$ cat src/rtl/log_sched_if.sv
// log_sched_if: requester-side request/response bundle of the shared ln scheduler.
interface log_sched_if #(
    parameter int unsigned NREQ = 2
);
    logic [NREQ-1:0]    req_valid;
    logic [NREQ-1:0]    req_ready;
    logic [16*NREQ-1:0] req_data;
    logic [NREQ-1:0]    rsp_valid;
    logic [NREQ-1:0]    rsp_ready;
    logic [15:0]        rsp_data;
    logic               rsp_oor;

    // Requester side: issues operands, consumes results.
    modport master (
        output req_valid, req_data, rsp_ready,
        input  req_ready, rsp_valid, rsp_data, rsp_oor
    );

    // Scheduler side.
    modport slave (
        input  req_valid, req_data, rsp_ready,
        output req_ready, rsp_valid, rsp_data, rsp_oor
    );
endinterface

$ cat src/rtl/log_sched.sv
// log_sched: round-robin front end sharing one pipelined ln(1+x) unit between NREQ requesters.
// The operand is held on the unit until its pipeline has settled, then the result is
// captured and returned to the granted requester over its response channel.
module log_sched #(
    parameter int unsigned NREQ    = 2,
    parameter int unsigned N_STAGE = 2,
    parameter int unsigned SETTLE  = N_STAGE + 2
) (
    input  logic        clk,
    input  logic        rst_n,
    log_sched_if.slave  bus,
    output logic        log_rst_o,
    output logic [15:0] log_data_o,
    input  logic [15:0] log_result_i,
    output logic        busy_o
);
    localparam int unsigned DATA_W   = 16;
    localparam int unsigned IDX_W    = (NREQ > 1) ? $clog2(NREQ) : 1;
    // Never sample before the pipeline has produced the held operand's result.
    localparam int unsigned HOLD_CYC = (SETTLE > N_STAGE) ? SETTLE : N_STAGE + 1;
    localparam int unsigned CNT_W    = (HOLD_CYC > 1) ? $clog2(HOLD_CYC) : 1;
    localparam logic [CNT_W-1:0]  CNT_LOAD = CNT_W'(HOLD_CYC - 1);
    localparam logic [DATA_W:0]   OOR_LIM  = (DATA_W + 1)'(1024);

    localparam logic [1:0] ST_INIT = 2'd0;
    localparam logic [1:0] ST_IDLE = 2'd1;
    localparam logic [1:0] ST_HOLD = 2'd2;
    localparam logic [1:0] ST_RESP = 2'd3;

    logic [1:0]        state_q,  state_d;
    logic [IDX_W-1:0]  rr_ptr_q, rr_ptr_d;
    logic [IDX_W-1:0]  grant_q,  grant_d;
    logic [CNT_W-1:0]  cnt_q,    cnt_d;
    logic [DATA_W-1:0] data_q,   data_d;
    logic [DATA_W-1:0] rsp_q,    rsp_d;
    logic              oor_q,    oor_d;

    logic              win_vld_c;
    logic [IDX_W-1:0]  win_idx_c;
    logic [DATA_W-1:0] win_data_c;
    logic [DATA_W:0]   x_ext_c;
    logic [DATA_W:0]   x_abs_c;

    // Round-robin winner: first valid at or above rr_ptr, else first valid from 0.
    always_comb begin
        win_vld_c  = 1'b0;
        win_idx_c  = '0;
        win_data_c = '0;
        for (int unsigned j = 0; j < NREQ; j++) begin
            if (!win_vld_c && bus.req_valid[j] && (32'(rr_ptr_q) <= j)) begin
                win_vld_c  = 1'b1;
                win_idx_c  = IDX_W'(j);
                win_data_c = bus.req_data[j*DATA_W +: DATA_W];
            end
        end
        for (int unsigned j = 0; j < NREQ; j++) begin
            if (!win_vld_c && bus.req_valid[j]) begin
                win_vld_c  = 1'b1;
                win_idx_c  = IDX_W'(j);
                win_data_c = bus.req_data[j*DATA_W +: DATA_W];
            end
        end
    end

    // Magnitude of the held operand in 17 bits so that -32.0 does not wrap.
    assign x_ext_c = {data_q[DATA_W-1], data_q};
    assign x_abs_c = data_q[DATA_W-1] ? -x_ext_c : x_ext_c;

    // Next-state and handshake decode.
    always_comb begin
        state_d       = state_q;
        rr_ptr_d      = rr_ptr_q;
        grant_d       = grant_q;
        cnt_d         = cnt_q;
        data_d        = data_q;
        rsp_d         = rsp_q;
        oor_d         = oor_q;
        bus.req_ready = '0;
        bus.rsp_valid = '0;
        case (state_q)
            ST_INIT: state_d = ST_IDLE;
            ST_IDLE: begin
                if (win_vld_c) begin
                    bus.req_ready = NREQ'(1) << win_idx_c;
                    data_d        = win_data_c;
                    grant_d       = win_idx_c;
                    cnt_d         = CNT_LOAD;
                    state_d       = ST_HOLD;
                end
            end
            ST_HOLD: begin
                if (cnt_q == '0) begin
                    rsp_d   = log_result_i;
                    oor_d   = (x_abs_c >= OOR_LIM);
                    state_d = ST_RESP;
                end else begin
                    cnt_d = cnt_q - CNT_W'(1);
                end
            end
            ST_RESP: begin
                bus.rsp_valid = NREQ'(1) << grant_q;
                if (bus.rsp_ready[grant_q]) begin
                    rr_ptr_d = IDX_W'((32'(grant_q) + 32'd1) % NREQ);
                    state_d  = ST_IDLE;
                end
            end
            default: state_d = ST_INIT;
        endcase
    end

    // State and datapath registers.
    always_ff @(posedge clk or negedge rst_n) begin
        if (!rst_n) begin
            state_q  <= ST_INIT;
            rr_ptr_q <= '0;
            grant_q  <= '0;
            cnt_q    <= '0;
            data_q   <= '0;
            rsp_q    <= '0;
            oor_q    <= 1'b0;
        end else begin
            state_q  <= state_d;
            rr_ptr_q <= rr_ptr_d;
            grant_q  <= grant_d;
            cnt_q    <= cnt_d;
            data_q   <= data_d;
            rsp_q    <= rsp_d;
            oor_q    <= oor_d;
        end
    end

    assign log_rst_o    = (state_q == ST_INIT);
    assign busy_o       = (state_q != ST_IDLE);
    assign log_data_o   = data_q;
    assign bus.rsp_data = rsp_q;
    assign bus.rsp_oor  = oor_q;
endmodule

$ cat src/flat_wrapper.sv
// flat-port wrapper written by rule: the top's interface ports become plain ports
module log_sched_flat 
#(
    parameter int unsigned NREQ    = 2,
    parameter int unsigned N_STAGE = 2,
    parameter int unsigned SETTLE  = N_STAGE + 2
)
  (clk, rst_n, log_rst_o, log_data_o, log_result_i, busy_o, bus_req_valid, bus_req_data, bus_rsp_ready, bus_req_ready, bus_rsp_valid, bus_rsp_data, bus_rsp_oor);
  log_sched_if #(.NREQ(NREQ)) bus_i ();
  input  logic clk;
  input  logic rst_n;
  output logic log_rst_o;
  output logic [15:0] log_data_o;
  input  logic [15:0] log_result_i;
  output logic busy_o;
  input wire logic [$bits(bus_i.req_valid)-1:0] bus_req_valid;
  input wire logic [$bits(bus_i.req_data)-1:0] bus_req_data;
  input wire logic [$bits(bus_i.rsp_ready)-1:0] bus_rsp_ready;
  output wire logic [$bits(bus_i.req_ready)-1:0] bus_req_ready;
  output wire logic [$bits(bus_i.rsp_valid)-1:0] bus_rsp_valid;
  output wire logic [$bits(bus_i.rsp_data)-1:0] bus_rsp_data;
  output wire logic [$bits(bus_i.rsp_oor)-1:0] bus_rsp_oor;
  assign bus_i.req_valid = bus_req_valid;
  assign bus_i.req_data = bus_req_data;
  assign bus_i.rsp_ready = bus_rsp_ready;
  assign bus_req_ready = bus_i.req_ready;
  assign bus_rsp_valid = bus_i.rsp_valid;
  assign bus_rsp_data = bus_i.rsp_data;
  assign bus_rsp_oor = bus_i.rsp_oor;
  log_sched #(.NREQ(NREQ), .N_STAGE(N_STAGE), .SETTLE(SETTLE)) u_core (.clk(clk), .rst_n(rst_n), .bus(bus_i), .log_rst_o(log_rst_o), .log_data_o(log_data_o), .log_result_i(log_result_i), .busy_o(busy_o));
endmodule
$ cat config.mk
export PLATFORM = sky130hd
export DESIGN_NAME = log_sched_flat
export DESIGN_NICKNAME = d
export VERILOG_FILES = /design/src/rtl/log_sched_if.sv /design/src/rtl/log_sched.sv /design/src/flat_wrapper.sv
export SDC_FILE = /design/constraint.sdc
export NUM_CORES = 1
export LEC_CHECK = 0
export CORE_MARGIN = 5
export CORE_UTILIZATION = 37
export DETAILED_ROUTE_END_ITERATION = 10
export GPL_TIMING_DRIVEN = 0
export PLACE_DENSITY = 0.88
export SLEW_MARGIN = 20
export SYNTH_ARGS = -nofsm -noshare
export SYNTH_HDL_FRONTEND = slang
export SYNTH_SLANG_ARGS = --single-unit
$ cat constraint.sdc
create_clock -name clk -period 1.69 [get_ports clk]
set_clock_uncertainty 0.2 [all_clocks]
set_input_delay 0.338 -clock clk [delete_from_list [all_inputs] [get_ports clk]]
set_output_delay 0.338 -clock clk [all_outputs]
set_load 0.02 [all_outputs]
[After elaboration in Yosys (flattened, before gate mapping)]
Index checks and enable logic that the tools add are counted.
Word-level totals
  bits in writable memories: 0
  flip-flop bits (word level): 39
  memories kept: 0
  latch bits: 0
  ROM bits: 0
  bits of input ports: 54
Cells by class
  $add $sub $neg: 3
  bitwise operators: 0
  multiply operators: 0
  div/mod/pow operators: 0
  equality and inequality tests: 8
  muxes and demuxes: 24
  reductions and logical operators: 15
  shift operators: 2
  $lt $le $gt $ge: 3
Operators with widths (number)
  16-bit two-way mux: 4
  17-bit by 11-bit >= comparator with 1-bit output, second input constant: 1
  17-bit two-way mux: 1
  17-bit negation: 1
  2-bit two-way mux: 8
  1-bit two-way mux: 9
  2-bit by 1-bit != test with 1-bit output, second input constant: 4
  2-bit one-hot mux with 4 select lines: 1
  2-bit AND reduction: 3
  3-bit AND reduction: 2
  2-bit == test, second input constant: 2
  1-bit logical AND: 4
  2-bit zero test: 2
  2-bit one-hot mux with 2 select lines: 1
  1-bit by 1-bit << shifter with 2-bit output, first input constant: 2
  1-bit zero test: 3
  2-bit by 1-bit == test with 1-bit output, second input constant: 1
  1-bit by 2-bit less-than comparator with 1-bit output, second input constant: 1
  2-bit != test, second input constant: 1
  2-bit nonzero test: 1
  2-bit by 1-bit subtractor with 2-bit output, second input constant: 1
  1-bit adder, second input constant: 1
  1-bit <= comparator, second input constant: 1

[Longest topological paths before layout]
  depth after elaboration: 15
  mapped depth: 7
  depth with buffers taken out: 7

[Least setup slack after synthesis]
OpenSTA, ideal clock, no wires.
  path type: register -> register
  start: register u_core.state_q[0]
  end: register u_core.oor_q, in the netlist u_core.bus.rsp_oor
  slack: -0.177 ns
  data required time: 1.363 ns
  setup time: 0.127 ns
  arrival: 1.540 ns
  cell stages (with the launch flop): 8
  clock period less this slack: 1.867 ns
  path through: dfrtp_1 inv_1 ha_1 nand2_1 a221oi_1 o221ai_1 and4bb_1 a21oi_2
Between the ends
  longest elaborated chain between the ends: 2
RTL lines
  start: declaration: line log_sched.sv:30  | logic [1:0] state_q, state_d;
  start signal: assignment: line log_sched.sv:122  | state_q <= state_d;
  2-bit == test: line log_sched.sv:80  | case (state_q)
  2-bit AND reduction (no source line)
  end signal: assignment: line log_sched.sv:128  | oor_q <= oor_d;
  end: declaration: line log_sched.sv:36  | logic oor_q, oor_d;
Every way passes these cells.
A chain may end at the register's enable or synchronous reset.

[Worst setup path after layout]
  start: register u_core.state_q[0]
  end: output bus_rsp_valid[1]
Between the ends
  longest elaborated chain between the ends: 2
RTL lines
  2-bit == test: line log_sched.sv:80
  2-bit two-way mux: line log_sched.sv:80
  end: declaration: line flat_wrapper.sv:20  | output wire logic [$bits(bus_i.rsp_valid)-1:0] bus_rsp_valid;
Every way passes these cells.

==> flow_summary.toml <==
[run_status]
status = "finished, violations left"
violations = "negative setup slack"

[routing]
antenna_left = 0
drt-total-wl_um = 5580
post_drt_wl_per_cell_um = 15.4
vias = 1853
drc = 0
vias_per_cell = 5.12
dr.pass1.iters = 4
drt_iter0_drc = 54

[synth]
ys_ff_latch = 39
synth_cells = 178
syn-num-nets = 239
synth_edf_count = 0
post-synth-top-area-cell = "dfrtp_1"
synth_area_leaders = "dfrtp_1, mux2_2, a22oi_1"
synth.distinct_cells = 32
async_reset_ff_share_pct = 100
ys_seq_area_share_pct = 50.6
avgSynthCellArea_sq_um = 10.8
synth_top_area_share_pct = 50.6
syn_area_sq_mm = 0.00193
ys_warn_count = 0
yosys_most_used_dff = "dfrtp_1"

[clock_network]
clock_path_buffers = 2
root_buffer = "clkbuf_8"
clk_latency_ps = 290
clk_pin_slew_ps = 80
cts_tree = "built"
clock_sinks = 39
htreeDepth = 2
cts_buffers = 5

[setup_path]
required_ps = 1150
crit_slowest_cell = "dfrtp_2"
end_kind = "output port"
worstPathMaxFanout = 5
crit_type = "reg -> out"
crit_path_start_kind = "flip-flop"
r2r_end = "u_core.bus.rsp_oor"
worstPathBufferInverterCount = 2
path_common_cell = "buf_6"
r2r_cells = 7
cpPeakStageDelay_ps = 460
rrSetupSlack_ps = -130
crit_family = "flip-flops"
worstPathCellList = "buf_6 -> ha_4 -> and2_4 -> buf_6"
worstPathArrival_ps = 1320
regToRegStartpoint = "u_core.state_q[0]"
crit_cells = 4

[grt]
grt_max_degree = 21
grt_pass1_wl_um = 8920
overflow = 0
antenna_found_initial = 0
grt_pass1_vias = 1908
grt_usage_pct = 17.3

[place]
routabilityCongestion = 0.753
dp_cells = 341
dp_slack_ps = -1110
hpwl_um = 4170
io_buffers = 92

[cells_and_area]
stdcell_count = 362
layout_commonest_cell = "clkdlybuf4s50_1"
layout-drive-gt1-share_pct = 29.5
antenna_cells = 0
area_growth_pct = 74.3
mostFrequentLayoutCells = "clkdlybuf4s50_1, dlygate4sd2_1, dfrtp_1, nand2_1, mux2_2"
num-nets-final = 352

[hold_path]
hp-class = "reg -> reg"
hold_depth = 1
hold_start = "u_core.bus.rsp_data[8]"
hold_end = "u_core.bus.rsp_data[8]"

[floorplanning]
ios = 93
start_util_pct = 38.0
coreArea_sq_mm = 0.00507
rows = 26
die_w_um = 82.2
die_area_sq_mm = 0.00675
die_height_um = 82.2

[timing]
slew_viol_final = 0
layout_setup_ws_ps = -173
finalCriticalPeriod_ps = 1860
slew_headroom_pct = 67.1
hold_violations = 0
rsz0062_at_grt = "yes"
hold_ws_ps = 301
min_period_over_period_pct = 110
setup_viol = 8
fmax_ghz = 0.537
worst_pin_slew_ps = 493
fin_setup_tns_ps = -841

[power]
power_leakage_nw = 1.49
vdd.ir_drop.worst_uv = 882
power.density_mw_per_mm2 = 1570

[run]
cap_violations = 0
==> Yosys cell counts, drive strengths merged (2+ instances only) <==
| master | instances |
|---|---|
| ha | 7 |
| clkbuf | 3 |
| a22oi | 13 |
| nor2 | 7 |
| a221oi | 5 |
| nor4 | 2 |
| nor2b | 3 |
| inv | 9 |
| nand2 | 22 |
| and2 | 3 |
| a21oi | 10 |
| o21ai | 17 |
| a21boi | 3 |
| mux2i | 2 |
| nor3 | 4 |
| buf | 3 |
| mux2 | 16 |
| dfrtp | 39 |
==> flip-flops by register name, indices dropped and copies added, names as in the netlist <==
name,flops
u_core.log_data_o,16
u_core.rr_ptr_q,1
u_core.grant_q,1
u_core.bus.rsp_oor,1
u_core.state_q,2
u_core.cnt_q,2
u_core.bus.rsp_data,16
==> layout make-up <==
class                      count  area [sq um]
buffer                         6          56.3
multi-input combinational    124          1040
timing repair buffer         106          1020
inverter                       9          36.3
sequential                    39           987
clock inverter                 2          60.1
fill                         415          1710
tap                           70          87.6
clock buffer                   6          72.6
==> how the worst max path moves through the flow <==
stage	startpoint	endpoint	slack (ps)
global placement	bus_req_valid[0]	bus_req_ready[0]	-1090
detailed placement	bus_req_valid[0]	bus_req_ready[0]	-1110
finish	u_core.state_q[0]	bus_rsp_valid[1]	-170
CTS	u_core.state_q[0]	bus_rsp_valid[0]	-180
global route	u_core.state_q[0]	u_core.bus.rsp_oor	-230
floorplan	u_core.log_data_o[7]	u_core.bus.rsp_oor	-80
==> stage by stage <==
stage | utilization, % | power [mW] | area [sq um]
5_1_grt | 66.2 | 5.67 | 3360
2_1_floorplan | - | 2.87 | 1960
3_3_place_gp | 58.4 | 3.87 | 2960
4_1_cts | 63.9 | 5.03 | 3240
6_report | 66.2 | 5.29 | 3360
3_5_place_dp | 58.9 | 3.98 | 2990
==> metal layers <==
metal,track usage (%),vias up,routed length [um]
li1,-,880,-
met1,19.2,888,2130
met2,29.8,72,2810
met3,6.07,13,511
met4,6.98,0,134
met5,0,-,0
==> power breakdown <==
group          leakage, nW  switching [mW]  internal [mW]
logic                0.967            1.41           1.29
clock network       0.0654           0.332          0.590
registers            0.453           0.375           1.28
total                 1.49            2.12           3.16
==> kinds of logic after synthesis <==
kind of cell | Yosys count | synth area share (%)
AOI/OAI and AO/OA | 54 | 19.3
and+or+nand+nor | 45 | 12.0
DFF | 39 | 50.6
muxes | 18 | 10.4
buffers and inverters | 15 | 3.11
adders and majority gates | 7 | 4.54
==> timing repair <==
item | in CTS | in global routing
hold buffers | 1 | 0
endpoints found under the hold margin | 19 | 0
endpoints found under the setup margin | 70 | 24
setup buffers | 7 | 5
pin swaps | 2 | 5
resized for setup | 103 | 17
Power figures use the tool's default switching activity.
==> variant (same settings) <==
`NREQ` is set to 2 in 3 places; all go to 1.
--- a/src/rtl/log_sched_if.sv
+++ b/src/rtl/log_sched_if.sv
@@ -2,3 +2,3 @@
 interface log_sched_if #(
-    parameter int unsigned NREQ = 2
+    parameter int unsigned NREQ = 1
 );
--- a/src/rtl/log_sched.sv
+++ b/src/rtl/log_sched.sv
@@ -4,3 +4,3 @@
 module log_sched #(
-    parameter int unsigned NREQ    = 2,
+    parameter int unsigned NREQ    = 1,
     parameter int unsigned N_STAGE = 2,
--- a/src/flat_wrapper.sv
+++ b/src/flat_wrapper.sv
@@ -3,3 +3,3 @@
 #(
-    parameter int unsigned NREQ    = 2,
+    parameter int unsigned NREQ    = 1,
     parameter int unsigned N_STAGE = 2,
Ports: changed (5 resized); port bits go from 93 to 73. No check against the original RTL was run, so the function may have changed too.
==> variant against the original RTL <==
- the run still ends with negative setup slack left
- synthesized area fell by 15%
- worst setup slack improved by 53 ps
- combinational power fell by 7%
- final area fell by 20%
- sequential cell count fell by 2
- maximum frequency rose by 3.0%
- wire length fell by 28%
- synthesized cell count fell by 25%
- power fell by 9.1%
- largest cell class is now flip-flops and latches
==> variant: results (changes against the original RTL) <==
status = finished, violations left
Avg Cell Area, Syn = 12.4 um^2 (+14%)
dpl ws = -603 ps (+512 ps)
Slew HR = 0.671 (-0.000914)
drt wl/cell = 14.4 um (-6.4%)
first-pass GRT wire length = 6.55 mm (-27%)
FFs w/ async S/R, synth = 1.00 (unchanged)
P_leak = 1.22 nW (-18%)
largest cells by area after synthesis = dfrtp_1 (56%), mux2_2 (20%), ha_1 (4.6%)
Routability Congestion = 0.739 (-1.9%)
Gate power share = 0.525 (+0.013)
Final WS setup = -119 ps (+53.4 ps)
Nets = 268 (-24%)
ratio of cells with drive above 1 in the final layout = 0.348 (+0.0535)
Critical Path Fanout Max = 4 (-1)
Clk pin slew, worst setup/hold paths = 70 ps
CP max stage delay = 550 ps (+90 ps)
DRT Pass-1 Iters = 2 (-2)
VDD IR max = 1.01 mV (+14%)
Iter 0 DRT Violations = 59 (+9.3%)
Setup-failing EPs final = 3 (-5)
DP Area = 2470 um^2 (-17%)
DP Wirelength = 2.89 mm (-31%)
library cells used by synthesis = 22 (-31%)
port bufs = 72 (-22%)
Clock Power Share = 0.123 (-0.052)
critical path's slowest cell = or4_4
failing checks = negative setup slack
setup_tns = -188 ps (+653 ps)
register area share after synthesis = 0.563 (+0.0566)
CP delay by family, top = simple AND/OR/NAND/NOR gates
Post-Place Cells = 258 (-24%)
most common library cells after synthesis = dfrtp_1 (37), mux2_2 (29), nand2_1 (12), inv_1 (9), o21ai_0 (7)
Total GRT Usage = 0.138 (-0.0340)
Finished Layout Cells = 279 (-23%)
share of the synthesized area in the top cell type = 0.563 (+0.0566)
Power Density = 1790 nW/um^2 (+14%)
synthesized net count = 175 (-27%)
Switching Share = 0.410 (+0.00865)
DR vias = 1,324 (-29%)
vias in the first global route = 1,403 (-26%)
-- variant: repair_timing --
action | in CTS | in global routing
endpoints found under the hold margin | 19 | 0
resized for setup | 59 | 22
buffers inserted | 5 | 6
endpoints found under the setup margin | 57 | 28
gates cloned | 0 | 1
pin swaps | 5 | 1
hold buffers | 1 | 0
-- variant: final timing paths --
path / startpoint / end / slack (ps) / depth (start not counted)
max: u_core.log_data_o[2]$_DFFE_PN0P_ / u_core.bus.rsp_oor$_DFFE_PN0P_ / -120 / 5
min: u_core.cnt_q[0]$_DFFE_PN0P_ / u_core.cnt_q[0]$_DFFE_PN0P_ / 270 / 1
max reg2reg: u_core.log_data_o[2]$_DFFE_PN0P_ / u_core.bus.rsp_oor$_DFFE_PN0P_ / -120 / 5
min reg2reg: u_core.cnt_q[0]$_DFFE_PN0P_ / u_core.cnt_q[0]$_DFFE_PN0P_ / 270 / 1
max in group asynchronous: rst_n / u_core.state_q[0]$_DFFE_PN0P_ / 490 / 3
min in group asynchronous: rst_n / u_core.log_data_o[6]$_DFFE_PN0P_ / 340 / 2
-- variant: logic make-up after synthesis --
group | count (synthesis) | synth area share
simple gates | 29 | 0.0897
flops | 37 | 0.563
buf+inv | 12 | 0.0327
mux | 29 | 0.198
compound gates | 20 | 0.0707
fa+ha+maj | 6 | 0.0456
-- variant: routing by layer --
layer | global-route usage | share of wire
met1 | 0.149 | 0.40
met2 | 0.231 | 0.51
met3 | 0.0703 | 0.083
met4 | 0.0524 | 0.011
met5 | 0 | 0
-- variant: cell type report --
cell class              count  area [um^2]
multi-input cells          84          727
fillers                   385         1650
flip-flops and latches     37          932
plain buffers               2         22.5
well taps                  52         65.1
inverters                  10         40.0
clock inverters             2         10.0
clock buffers               6         72.6
repair buffers             86          808
